[config.mk]
export PLATFORM = sky130hd
export DESIGN_NAME = data_mem_controller
export DESIGN_NICKNAME = d
export VERILOG_FILES = /design/src/rtl/data_mem_controller_pkg.sv /design/src/rtl/data_mem_controller_rr_arbiter.sv /design/src/rtl/data_mem_controller.sv
export SDC_FILE = /design/constraint.sdc
export NUM_CORES = 1
export LEC_CHECK = 0
export BUFFER_PORTS_ARGS = -buffer_cell sky130_fd_sc_hd__clkbuf_2
export CORE_AREA = 2 2 291 293
export CTS_BUF_LIST = sky130_fd_sc_hd__clkbuf_4
export DETAILED_ROUTE_END_ITERATION = 7
export DIE_AREA = 0 0 293 295
export PLACE_DENSITY_LB_ADDON = 0.05
export SLEW_MARGIN = 20
export SYNTH_ARGS = -nofsm -noshare
export SYNTH_HDL_FRONTEND = slang
export SYNTH_SLANG_ARGS = --single-unit
[constraint.sdc]
create_clock -name clk -period 4.1 [get_ports clk]
set_clock_uncertainty 0.15 [all_clocks]
set_input_delay 1.23 -clock clk [delete_from_list [all_inputs] [get_ports clk]]
set_output_delay 1.23 -clock clk [all_outputs]
set_load 0.03 [all_outputs]
[src/rtl/data_mem_controller_pkg.sv]
// Shared types and sizing helpers for the LSU-side data-memory controller.
package data_mem_controller_pkg;

  localparam int unsigned DMC_ADDR_BITS = 8;
  localparam int unsigned DMC_DATA_BITS = 32;

  typedef logic [DMC_DATA_BITS-1:0] data_t;
  typedef logic [DMC_ADDR_BITS-1:0] data_memory_address_t;

  typedef enum logic [1:0] {
    IDLE          = 2'd0,
    READ_WAITING  = 2'd1,
    WRITE_WAITING = 2'd2,
    RELAXING      = 2'd3
  } mem_ctrl_state_t;

  // Index width for a port count; a single port still needs one bit.
  function automatic int unsigned idx_width(input int unsigned n);
    return (n > 1) ? $clog2(n) : 1;
  endfunction

endpackage

[src/rtl/data_mem_controller_rr_arbiter.sv]
// Combinational round-robin pick: first requester at or after ptr_i, wrapping.
module data_mem_controller_rr_arbiter
  import data_mem_controller_pkg::*;
#(
  parameter int unsigned NUM_CONSUMERS = 8,
  parameter int unsigned IDX_W         = idx_width(NUM_CONSUMERS)
) (
  input  logic [NUM_CONSUMERS-1:0] req_i,
  input  logic [IDX_W-1:0]         ptr_i,
  output logic                     grant_valid_o,
  output logic [IDX_W-1:0]         grant_index_o
);

  logic [IDX_W-1:0] cand;

  always_comb begin
    grant_valid_o = 1'b0;
    grant_index_o = '0;
    cand          = '0;
    for (int unsigned k = 0; k < NUM_CONSUMERS; k++) begin
      cand = IDX_W'((32'(ptr_i) + k) % NUM_CONSUMERS);
      if (!grant_valid_o && req_i[cand]) begin
        grant_valid_o = 1'b1;
        grant_index_o = cand;
      end
    end
  end

endmodule

[src/rtl/data_mem_controller.sv]
// Round-robin arbiter of per-LSU read/write requests onto a single data-memory
// channel, one outstanding transaction at a time, with registered outputs.
module data_mem_controller
  import data_mem_controller_pkg::*;
#(
  parameter int unsigned NUM_CONSUMERS = 8,
  parameter int unsigned ADDR_BITS     = DMC_ADDR_BITS,
  parameter int unsigned DATA_BITS     = DMC_DATA_BITS
) (
  input  logic                               clk,
  input  logic                               reset,
  input  logic [NUM_CONSUMERS-1:0]           consumer_read_valid,
  input  logic [NUM_CONSUMERS*ADDR_BITS-1:0] consumer_read_address,
  output logic [NUM_CONSUMERS-1:0]           consumer_read_ready,
  output logic [NUM_CONSUMERS*DATA_BITS-1:0] consumer_read_data,
  input  logic [NUM_CONSUMERS-1:0]           consumer_write_valid,
  input  logic [NUM_CONSUMERS*ADDR_BITS-1:0] consumer_write_address,
  input  logic [NUM_CONSUMERS*DATA_BITS-1:0] consumer_write_data,
  output logic [NUM_CONSUMERS-1:0]           consumer_write_ready,
  output logic                               mem_read_valid,
  output logic [ADDR_BITS-1:0]               mem_read_address,
  input  logic                               mem_read_ready,
  input  logic [DATA_BITS-1:0]               mem_read_data,
  output logic                               mem_write_valid,
  output logic [ADDR_BITS-1:0]               mem_write_address,
  output logic [DATA_BITS-1:0]               mem_write_data,
  input  logic                               mem_write_ready
);

  localparam int unsigned     IDX_W    = idx_width(NUM_CONSUMERS);
  localparam logic [IDX_W-1:0] LAST_IDX = IDX_W'(NUM_CONSUMERS - 1);

  mem_ctrl_state_t          state_q;
  logic [IDX_W-1:0]         cur_q;
  logic [IDX_W-1:0]         rr_ptr_q;
  logic                     served_rd_q;
  logic                     mem_read_valid_q;
  logic [ADDR_BITS-1:0]     mem_read_address_q;
  logic                     mem_write_valid_q;
  logic [ADDR_BITS-1:0]     mem_write_address_q;
  logic [DATA_BITS-1:0]     mem_write_data_q;
  logic [NUM_CONSUMERS-1:0] read_ready_q;
  logic [NUM_CONSUMERS-1:0] write_ready_q;
  logic [DATA_BITS-1:0]     read_data_q [NUM_CONSUMERS];

  logic [ADDR_BITS-1:0]     rd_addr_arr [NUM_CONSUMERS];
  logic [ADDR_BITS-1:0]     wr_addr_arr [NUM_CONSUMERS];
  logic [DATA_BITS-1:0]     wr_data_arr [NUM_CONSUMERS];

  logic                     grant_valid;
  logic [IDX_W-1:0]         grant_idx;
  logic                     served_valid;
  logic [IDX_W-1:0]         rr_ptr_d;

  // Unpack flat per-consumer buses and repack the registered read data.
  for (genvar g = 0; g < NUM_CONSUMERS; g++) begin : g_lanes
    assign rd_addr_arr[g] = consumer_read_address[g*ADDR_BITS +: ADDR_BITS];
    assign wr_addr_arr[g] = consumer_write_address[g*ADDR_BITS +: ADDR_BITS];
    assign wr_data_arr[g] = consumer_write_data[g*DATA_BITS +: DATA_BITS];
    assign consumer_read_data[g*DATA_BITS +: DATA_BITS] = read_data_q[g];
  end

  data_mem_controller_rr_arbiter #(
    .NUM_CONSUMERS (NUM_CONSUMERS),
    .IDX_W         (IDX_W)
  ) u_rr_arbiter (
    .req_i         (consumer_read_valid | consumer_write_valid),
    .ptr_i         (rr_ptr_q),
    .grant_valid_o (grant_valid),
    .grant_index_o (grant_idx)
  );

  // The LSU must drop the valid we just served before we re-arbitrate.
  assign served_valid = served_rd_q ? consumer_read_valid[cur_q]
                                    : consumer_write_valid[cur_q];
  assign rr_ptr_d     = (cur_q == LAST_IDX) ? '0 : cur_q + IDX_W'(1);

  assign consumer_read_ready  = read_ready_q;
  assign consumer_write_ready = write_ready_q;
  assign mem_read_valid       = mem_read_valid_q;
  assign mem_read_address     = mem_read_address_q;
  assign mem_write_valid      = mem_write_valid_q;
  assign mem_write_address    = mem_write_address_q;
  assign mem_write_data       = mem_write_data_q;

  always_ff @(posedge clk) begin
    if (reset) begin
      state_q             <= IDLE;
      cur_q               <= '0;
      rr_ptr_q            <= '0;
      served_rd_q         <= 1'b0;
      mem_read_valid_q    <= 1'b0;
      mem_read_address_q  <= '0;
      mem_write_valid_q   <= 1'b0;
      mem_write_address_q <= '0;
      mem_write_data_q    <= '0;
      read_ready_q        <= '0;
      write_ready_q       <= '0;
      for (int i = 0; i < int'(NUM_CONSUMERS); i++) begin
        read_data_q[i] <= '0;
      end
    end else begin
      case (state_q)
        IDLE: begin
          if (grant_valid) begin
            cur_q <= grant_idx;
            // A consumer with both requests pending gets its read first.
            if (consumer_read_valid[grant_idx]) begin
              served_rd_q        <= 1'b1;
              mem_read_valid_q   <= 1'b1;
              mem_read_address_q <= rd_addr_arr[grant_idx];
              state_q            <= READ_WAITING;
            end else begin
              served_rd_q         <= 1'b0;
              mem_write_valid_q   <= 1'b1;
              mem_write_address_q <= wr_addr_arr[grant_idx];
              mem_write_data_q    <= wr_data_arr[grant_idx];
              state_q             <= WRITE_WAITING;
            end
          end
        end
        READ_WAITING: begin
          if (mem_read_ready) begin
            mem_read_valid_q    <= 1'b0;
            read_data_q[cur_q]  <= mem_read_data;
            read_ready_q[cur_q] <= 1'b1;
            state_q             <= RELAXING;
          end
        end
        WRITE_WAITING: begin
          if (mem_write_ready) begin
            mem_write_valid_q    <= 1'b0;
            write_ready_q[cur_q] <= 1'b1;
            state_q              <= RELAXING;
          end
        end
        RELAXING: begin
          if (!served_valid) begin
            read_ready_q[cur_q]  <= 1'b0;
            write_ready_q[cur_q] <= 1'b0;
            rr_ptr_q             <= rr_ptr_d;
            state_q              <= IDLE;
          end
        end
        default: state_q <= IDLE;
      endcase
    end
  end

endmodule

==> results of run 1 <==
==> final cells by class <==
class / instances / area [um^2] / share of cell area
Sequential cell: 331 / 9190 / 0.364
Multi-Input combinational cell: 1156 / 7670 / 0.304
Timing Repair Buffer: 953 / 5610 / 0.223
Tap cell: 1080 / 1350 / 0.0536
Clock buffer: 155 / 1160 / 0.0462
Clock inverter: 29 / 141 / 0.00561
Inverter: 16 / 60.1 / 0.00238
Antenna cell: 10 / 25.0 / 0.000993
==> worst max-delay path, cell delays in order <==
cell      delay, ns
clkbuf_2       0.13
buf_4          0.14
o211a_1        0.26
a21o_1         0.26
o31a_1         0.31
nor4_2         0.33
o211ai_1       0.23
o211ai_4       0.20
buf_12         0.21
buf_4          0.25
mux2i_4        0.32
a32o_1         0.24
nor3_1         0.07
mux2_4         0.29
==> repair_timing <==
item / in CTS / in global routing
pin swaps: 0 / 3
hold endpoints to repair: 0 / 0
endpoints found under the setup margin: 51 / 26
gates resized for setup: 11 / 12
cloned: 0 / 1
==> worst max-delay path by stage <==
stage / start / end / slack [ns]
after floorplan: consumer_write_valid[0] / mem_read_address[0] / 0.01
after global placement: consumer_write_valid[1] / mem_read_address[1] / -0.98
after detailed placement: consumer_write_valid[1] / mem_read_address[1] / -0.97
after CTS: rr_ptr_q[0] / mem_read_address[1] / 0.01
after global routing: rr_ptr_q[0] / mem_read_address[1] / 0.02
final: consumer_write_valid[1] / mem_read_address[1] / 0.18
==> report_power, final <==
| part | switching (W) | leakage (nW) | internal (W) | total [W] |
|---|---|---|---|---|
| registers | 0.000297 | 3.26 | 0.00397 | 0.00427 |
| logic | 0.00240 | 7.21 | 0.00136 | 0.00376 |
| clock network | 0.00159 | 0.773 | 0.00173 | 0.00331 |
| total | 0.00428 | 11.2 | 0.00706 | 0.0113 |
==> layout by cell type, fill, tap and decap left out, drive strengths merged, types with 6 or more instances in the layout <==
master	count
a2111oi	6
a211oi	13
a21oi	17
a32o	16
a32oi	40
and2	258
buf	196
clkbuf	912
clkinv	24
dfxtp	75
diode	10
edfxtp	256
ha	8
inv	19
mux2	10
mux2i	105
nand2	204
nand2b	42
nand3	50
nand4b	41
nor2	133
nor2b	11
nor3	25
nor3b	7
nor4	15
nor4b	9
o211ai	8
o21ai	46
or2	11
==> routing by layer <==
metal | up-vias | routed length [um] | GRT usage
met5 | - | 11 | 0
met1 | 8130 | 36700 | 0.240
met3 | 141 | 6290 | 0.0533
met2 | 700 | 49700 | 0.389
li1 | 7804 | - | -
met4 | 2 | 2960 | 0.0728
==> kinds of logic after synthesis <==
family | Yosys count | share of synthesized area
buf+inv | 136 | 0.0355
flops | 331 | 0.532
mux | 119 | 0.0741
fa+ha+maj | 8 | 0.00579
compound gates | 195 | 0.0880
simple gates | 830 | 0.262
xor+xnor | 4 | 0.00246
==> through the flow <==
step | setup slack (ns) | util | hold slack, ns | setup TNS (ns)
after detailed placement | -0.969 | 0.286 | 0.322 | -28.05
after global placement | -0.980 | 0.286 | 0.315 | -29.22
after CTS | 0.0124 | 0.302 | 0.332 | 0
final | 0.184 | 0.303 | 0.325 | 0
after global routing | 0.0208 | 0.303 | 0.356 | 0
after floorplan | 0.0107 | - | 0.337 | 0
==> sequential cells by signal, summed over array words and instances (netlist names), named ones only <==
register and count:
read_data_q 256, mem_write_data 32, mem_read_address 8, mem_write_address 8, cur_q 3, rr_ptr_q 3, state_q 2, mem_read_valid 1
mem_write_valid 1, served_rd_q 1
==> summary.md, run 1 <==
| Metric | Value |
|---|---|
| Outcome | complete, no violations |
| Post-Synthesis Cell Area | 17,300 um^2 |
| First-pass GRT wire length | 131 mm |
| Port Buffers | 757 |
| DP Cell Count | 3,535 |
| Setup CP Type | primary input to register |
| Clock latency on the worst-skew pair | 0.81 ns |
| CP endpoint kind | register |
| CP Launch Type | primary input |
| Post-synth top area cell | edfxtp_1 |
| Critical path fanouts, max | 15 |
| Worst-path clk slew | 0.06 ns |
| # rows | 106 |
| Worst Tran Pin Value | 0.843 ns |
| Critical R2R Launch | rr_ptr_q[0] |
| Number of flops mapped to enable cells by yosys | 256 |
| Clock Tree Buf Depth | 3 |
| Maximum capacitance violations | 0 |
| Reg2reg setup slack | 0.19 ns |
| Fill count | 8,873 |
| Fin area | 25,200 um^2 |
| Overall Global Routing Usage | 0.213 |
| Endpoints failing setup | 0 |
| Avg Cell Area, Syn | 10.6 um^2 |
| Routed Antenna Nets | 0 |
| DR pass1 iterations | 7 |
| Initial drt markers | 828 |
| Die span in y | 295 um |
| Hold Path Origin | mem_write_data[23] |
| Fmax | 255 MHz |
| Initial Util | 0.208 |
| Ys flop type | edfxtp_1 |
| Worst hold-check path type | register to register |
| H-tree depth | 3 |
| Final period util | 0.955 |
| Asr flop ratio synth | 0 |
| Post-DR wirelength/cell | 25.7 um |
| Io pins | 758 |
| NumNets Final | 3,003 |
| Gp weighted congestion | 0.920 |
| Die area | 86,400 um^2 |
| CTS Buf Count | 101 |
| Sequential element share of the synthesized area | 0.532 |
| Placed Area | 23,800 um^2 |
| Die W | 293 um |
| Initial antenna violation count | 18 |
| Via count | 16,777 |
| Worst R2R End | mem_read_address[1] |
| Drt total wl | 95.7 mm |
| Setup bufs post-CTS | 0 |
| Synth top area cells | edfxtp_1 (44%), and2_1 (9.3%), dfxtp_1 (8.7%) |
| Pwr Density | 450 nW/um^2 |
| Synthesized instance count | 1,623 |
| CP arrival | 4.50 ns |
| P&R area growth vs syn | 45.9% |
| Max-slew headroom | 0.438 |
| Clock root buffer | clkbuf_4 |
| Pin count of the biggest net entering global routing | 135 |
| Share of the synthesized area in the top cell type | 0.445 |
| Fin crit period | 3.92 ns |
| Total Power | 0.0113 W |
| Register bit count reported by yosys | 331 |
| Core Area | 83,200 um^2 |
| Via/cell ratio | 4.50 |
| GRT overflow | 0 |
| Vias in the first global route | 17,406 |
| Commonest cells in the netlist | and2_1 (258), edfxtp_1 (256), nand2_1 (204) |
| Number of clock sinks | 331 |
| Post-synth cell types | 90 |
| Pins Over Slew Limit | 0 |
| Syn Nets | 2,067 |
| Hold_buf cts | 0 |
| Residual DRC | 0 |
| DP HPWL | 76.1 mm |
| Worst Hold Path Cells | 2 |
| R2R depth | 14 |
| Most numerous cell in the Yosys netlist | and2_1 |
| Fraction of layout cells with a size suffix above 1 | 0.453 |
| Req. time, crit path | 4.68 ns |
| Hold Violations, Final | 0 |
| Hold Path Sink | mem_write_data[23] |
| Pleak | 11.2 nW |
| Post-Layout Cell Count | 3,730 |
| RSZ-0062 raised after global routing | no |
| VDD IR max | 0.000141 V |
| Ys Warns | 0 |
| CTS tree | yes |
(Power assumes the default switching activity.)
==> inputs of run 2 (changes only) <==
Settings changed: CORE_AREA 2 2 291 293 to 2 2 294 296, DIE_AREA 0 0 293 295 to 0 0 296 298, SYNTH_HIERARCHICAL set to 1.
==> run 2 against run 1 <==
  * The flow now finishes with violations (negative setup slack)
  * Routed wire length shrank 18%
  * Total power down 6.4%
  * Cell area is 4.3% lower
  * Critical path type unchanged
==> summary.md, run 2 <==
| Metric | Value |
|---|---|
| Outcome | finished, violations left |
| Failing checks | negative setup slack |
| Ys Warns | 6 |
| Synth top area cells | edfxtp_1 (48%), mux4_2 (14%), and2_1 (9.9%) |
| Avg Cell Area, Syn | 13.9 um^2 |
| Post-DR wirelength/cell | 23.8 um |
| P&R area growth vs syn | 49.1% |
| Gp weighted congestion | 0.848 |
| Pleak | 10.2 nW |
| Synth Area in Adders | 0.00619 |
| Setup CP Type | primary input to register |
| Largest family of logic cells by synthesized area | multiplexers |
| Vias in the first global route | 14,583 |
| Seq pwr share | 0.384 |
| WP depth | 16 |
| Post-synth cell types | 54 |
| Synthesized instance count | 1,160 |
| Share of the synthesized area in the top cell type | 0.475 |
| Crit-path cells | clkbuf_2 > or2_4 > mux4_2 > mux2i_4 > nand2_2 > or4b_4 > nor2_4 > nor4_2 > a31oi_4 > mux4_2 > or2_4 > a21oi_4 > buf_12 > buf_12 > nor2_1 > a211oi_1 |
| DP Cell Count | 3,099 |
| CTS Buf Count | 100 |
| NumNets Final | 2,515 |
| Final Hold Slack | 0.337 ns |
| Clock root buffer | clkbuf_4 |
| Io pins | 758 |
| Endpoints failing setup | 52 |
| Maximum capacitance violations | 0 |
| Max FFs per register | 256 |
| Register bit count reported by yosys | 331 |
| Die span in y | 298 um |
| Hold Violations, Final | 0 |
| R2R depth | 17 |
| Synth Area in Simple Gates | 0.152 |
| XOR/XNOR Fraction of Synth Area | 0.00217 |
| Most numerous cell in the Yosys netlist | and2_1 |
| Residual DRC | 0 |
| Commonest cells in the netlist | and2_1 (257), edfxtp_1 (256), mux4_2 (104) |
| CP endpoint kind | register |
| Most common cell after layout, fill and taps aside | clkbuf_2 |
| Syn Nets | 1,604 |
| GRT overflow | 0 |
| Critical path buffers and inverters | 3 |
| Switching power | 0.00362 W |
| P_int | 0.00699 W |
| DP HPWL | 62.3 mm |
| Clock Tree Buf Depth | 3 |
| Worst-path clk slew | 0.05 ns |
| Critical-path top delay cell | or4b_4 |
| Routed Antenna Nets | 0 |
| Req. time, crit path | 4.66 ns |
| Sw frac | 0.341 |
| Most frequent cells in the layout | clkbuf_2 (756), and2_1 (257), edfxtp_1 (256), clkbuf_4 (157), buf_4 (106) |
| Fmax | 228 MHz |
| Post-synth top area cell | edfxtp_1 |
| First-pass GRT wire length | 109 mm |
| Post-synthesis compound-gate area fraction | 0.0510 |
| Initial Util | 0.191 |
| CP Launch Type | primary input |
| H-tree depth | 3 |
| Port Buffers | 757 |
| Asr flop ratio synth | 0 |
| CP arrival | 4.94 ns |
| Pwr Density | 440 nW/um^2 |
| Mux contribution to synthesized area | 0.196 |
| Core Area | 84,900 um^2 |
| DR pass1 iterations | 4 |
| Initial drt markers | 620 |
| Largest stage delay, worst path | 0.54 ns |
| Die W | 296 um |
| Sequential element share of the synthesized area | 0.568 |
| Clock latency on the worst-skew pair | 0.84 ns |
| Placed Area | 22,300 um^2 |
| Worst Tran Pin Value | 0.972 ns |
| Post-Synthesis Cell Area | 16,200 um^2 |
| Overall Global Routing Usage | 0.175 |
| Worst Hold Path Cells | 2 |
| Kind of cell adding the most delay to the critical path | simple AND/OR/NAND/NOR gates |
| VDD IR max | 0.000150 V |
| Final period util | 1.07 |
| Via count | 13,533 |
| Post-route setup slack | -0.280 ns |
| Via/cell ratio | 4.09 |
| Critical path fanouts, max | 20 |
| Number of flops mapped to enable cells by yosys | 256 |
| Pin count of the biggest net entering global routing | 83 |
| Comb pwr share | 0.297 |
| Clk network pwr share | 0.319 |
| Initial antenna violation count | 24 |
| Most flop-heavy register | read_data_q |
| Max-slew headroom | 0.352 |
| Drt total wl | 78.7 mm |
| Ys flop type | edfxtp_1 |
| # rows | 107 |
| Fin crit period | 4.38 ns |
| Worst hold-check path type | register to register |
| RSZ-0062 raised after global routing | yes |
| Die area | 88,200 um^2 |
| Post-Layout Cell Count | 3,309 |
| Fin area | 24,100 um^2 |
| Number of clock sinks | 331 |
| Fraction of layout cells with a size suffix above 1 | 0.579 |
| Pins Over Slew Limit | 0 |
| CTS tree | yes |
==> run 2: changes by cell type after synthesis, sizes merged, moves of 15 or more <==
cell    previous run  this run
nor2             133        64
mux4               4       104
o21ai             46         6
a32oi             40         0
a211oi            13        64
nand4b            41         0
mux2i            105        68
nand2b            42         9
buf               47        29
nand2            204        19
nand3             50        11
a32o              16         0
clkbuf            73        53
nor3              25        10
==> run 2: worst paths after layout <==
path                                         startpoint                  to  slack (ns)
worst max-delay path            consumer_write_valid[0]  mem_write_data[31]       -0.28
worst min-delay path                        served_rd_q         served_rd_q        0.34
worst max register to register              rr_ptr_q[1]  mem_write_data[31]       -0.26
worst min register to register              served_rd_q         served_rd_q        0.34
==> run 2: logic make-up (layout without fill, tap and decap cells) <==
family / after synthesis / count (layout)
other cells: 0 / 10
fa+ha+maj: 8 / 8
simple gates: 422 / 422
buf+inv: 92 / 1087
mux: 184 / 184
compound gates: 119 / 119
xor+xnor: 4 / 4
flops: 331 / 331
==> run 2: layout make-up <==
type                       count  area [um^2]
clock buffer                 157         1180
multi-input combinational    737         6960
clock inverter                29          164
fill                        8982        60800
inverter                      10         37.5
antenna                       10         25.0
timing repair buffer         891         5140
tap                         1144         1430
sequential                   331         9190
==> run 2: layer usage <==
layer | share of wire | vias to the layer above | global-route usage
met5 | 0.00034 | - | 0
met4 | 0.028 | 4 | 0.0517
met3 | 0.064 | 121 | 0.0437
met2 | 0.55 | 560 | 0.340
met1 | 0.36 | 6570 | 0.180
li1 | - | 6278 | -
==> run 2: what timing repair did <==
| action | 4_1_cts | 5_1_grt |
|---|---|---|
| endpoints found under the setup margin | 53 | 53 |
| gates cloned | 2 | 0 |
| resized for setup | 50 | 13 |
| pin swaps | 6 | 1 |
| buffers inserted | 13 | 1 |
| hold buffers | 0 | 0 |
==> run 2: power groups by stage <==
stage	logic (W)	registers [W]	clock network, W
floorplan	0.00121	0.00465	0
global placement	0.00302	0.00415	0
detailed placement	0.00304	0.00415	0
CTS	0.00320	0.00408	0.00357
global route	0.00339	0.00411	0.00373
finish	0.00315	0.00407	0.00339
==> run 2: per-stage QoR <==
step,util,TNS [ns],total power (W),setup WS (ns)
after floorplan,-,-40.06,0.00586,-0.814
after global placement,0.263,-58.91,0.00717,-1.25
after detailed placement,0.263,-62.85,0.00719,-1.33
after CTS,0.283,-12.66,0.0109,-0.316
after global routing,0.284,-19.88,0.0112,-0.446
final,0.284,-11.57,0.0106,-0.280
==> run 2: worst reg2reg max path, delay by kind of cell, from the launching register on <==
kind	cells	cell delay [ns]
simple gates	6	1.16
mux	3	1.14
compound gates	3	0.56
buf+inv	4	0.52
flops	1	0.34
fa+ha+maj	1	0.34
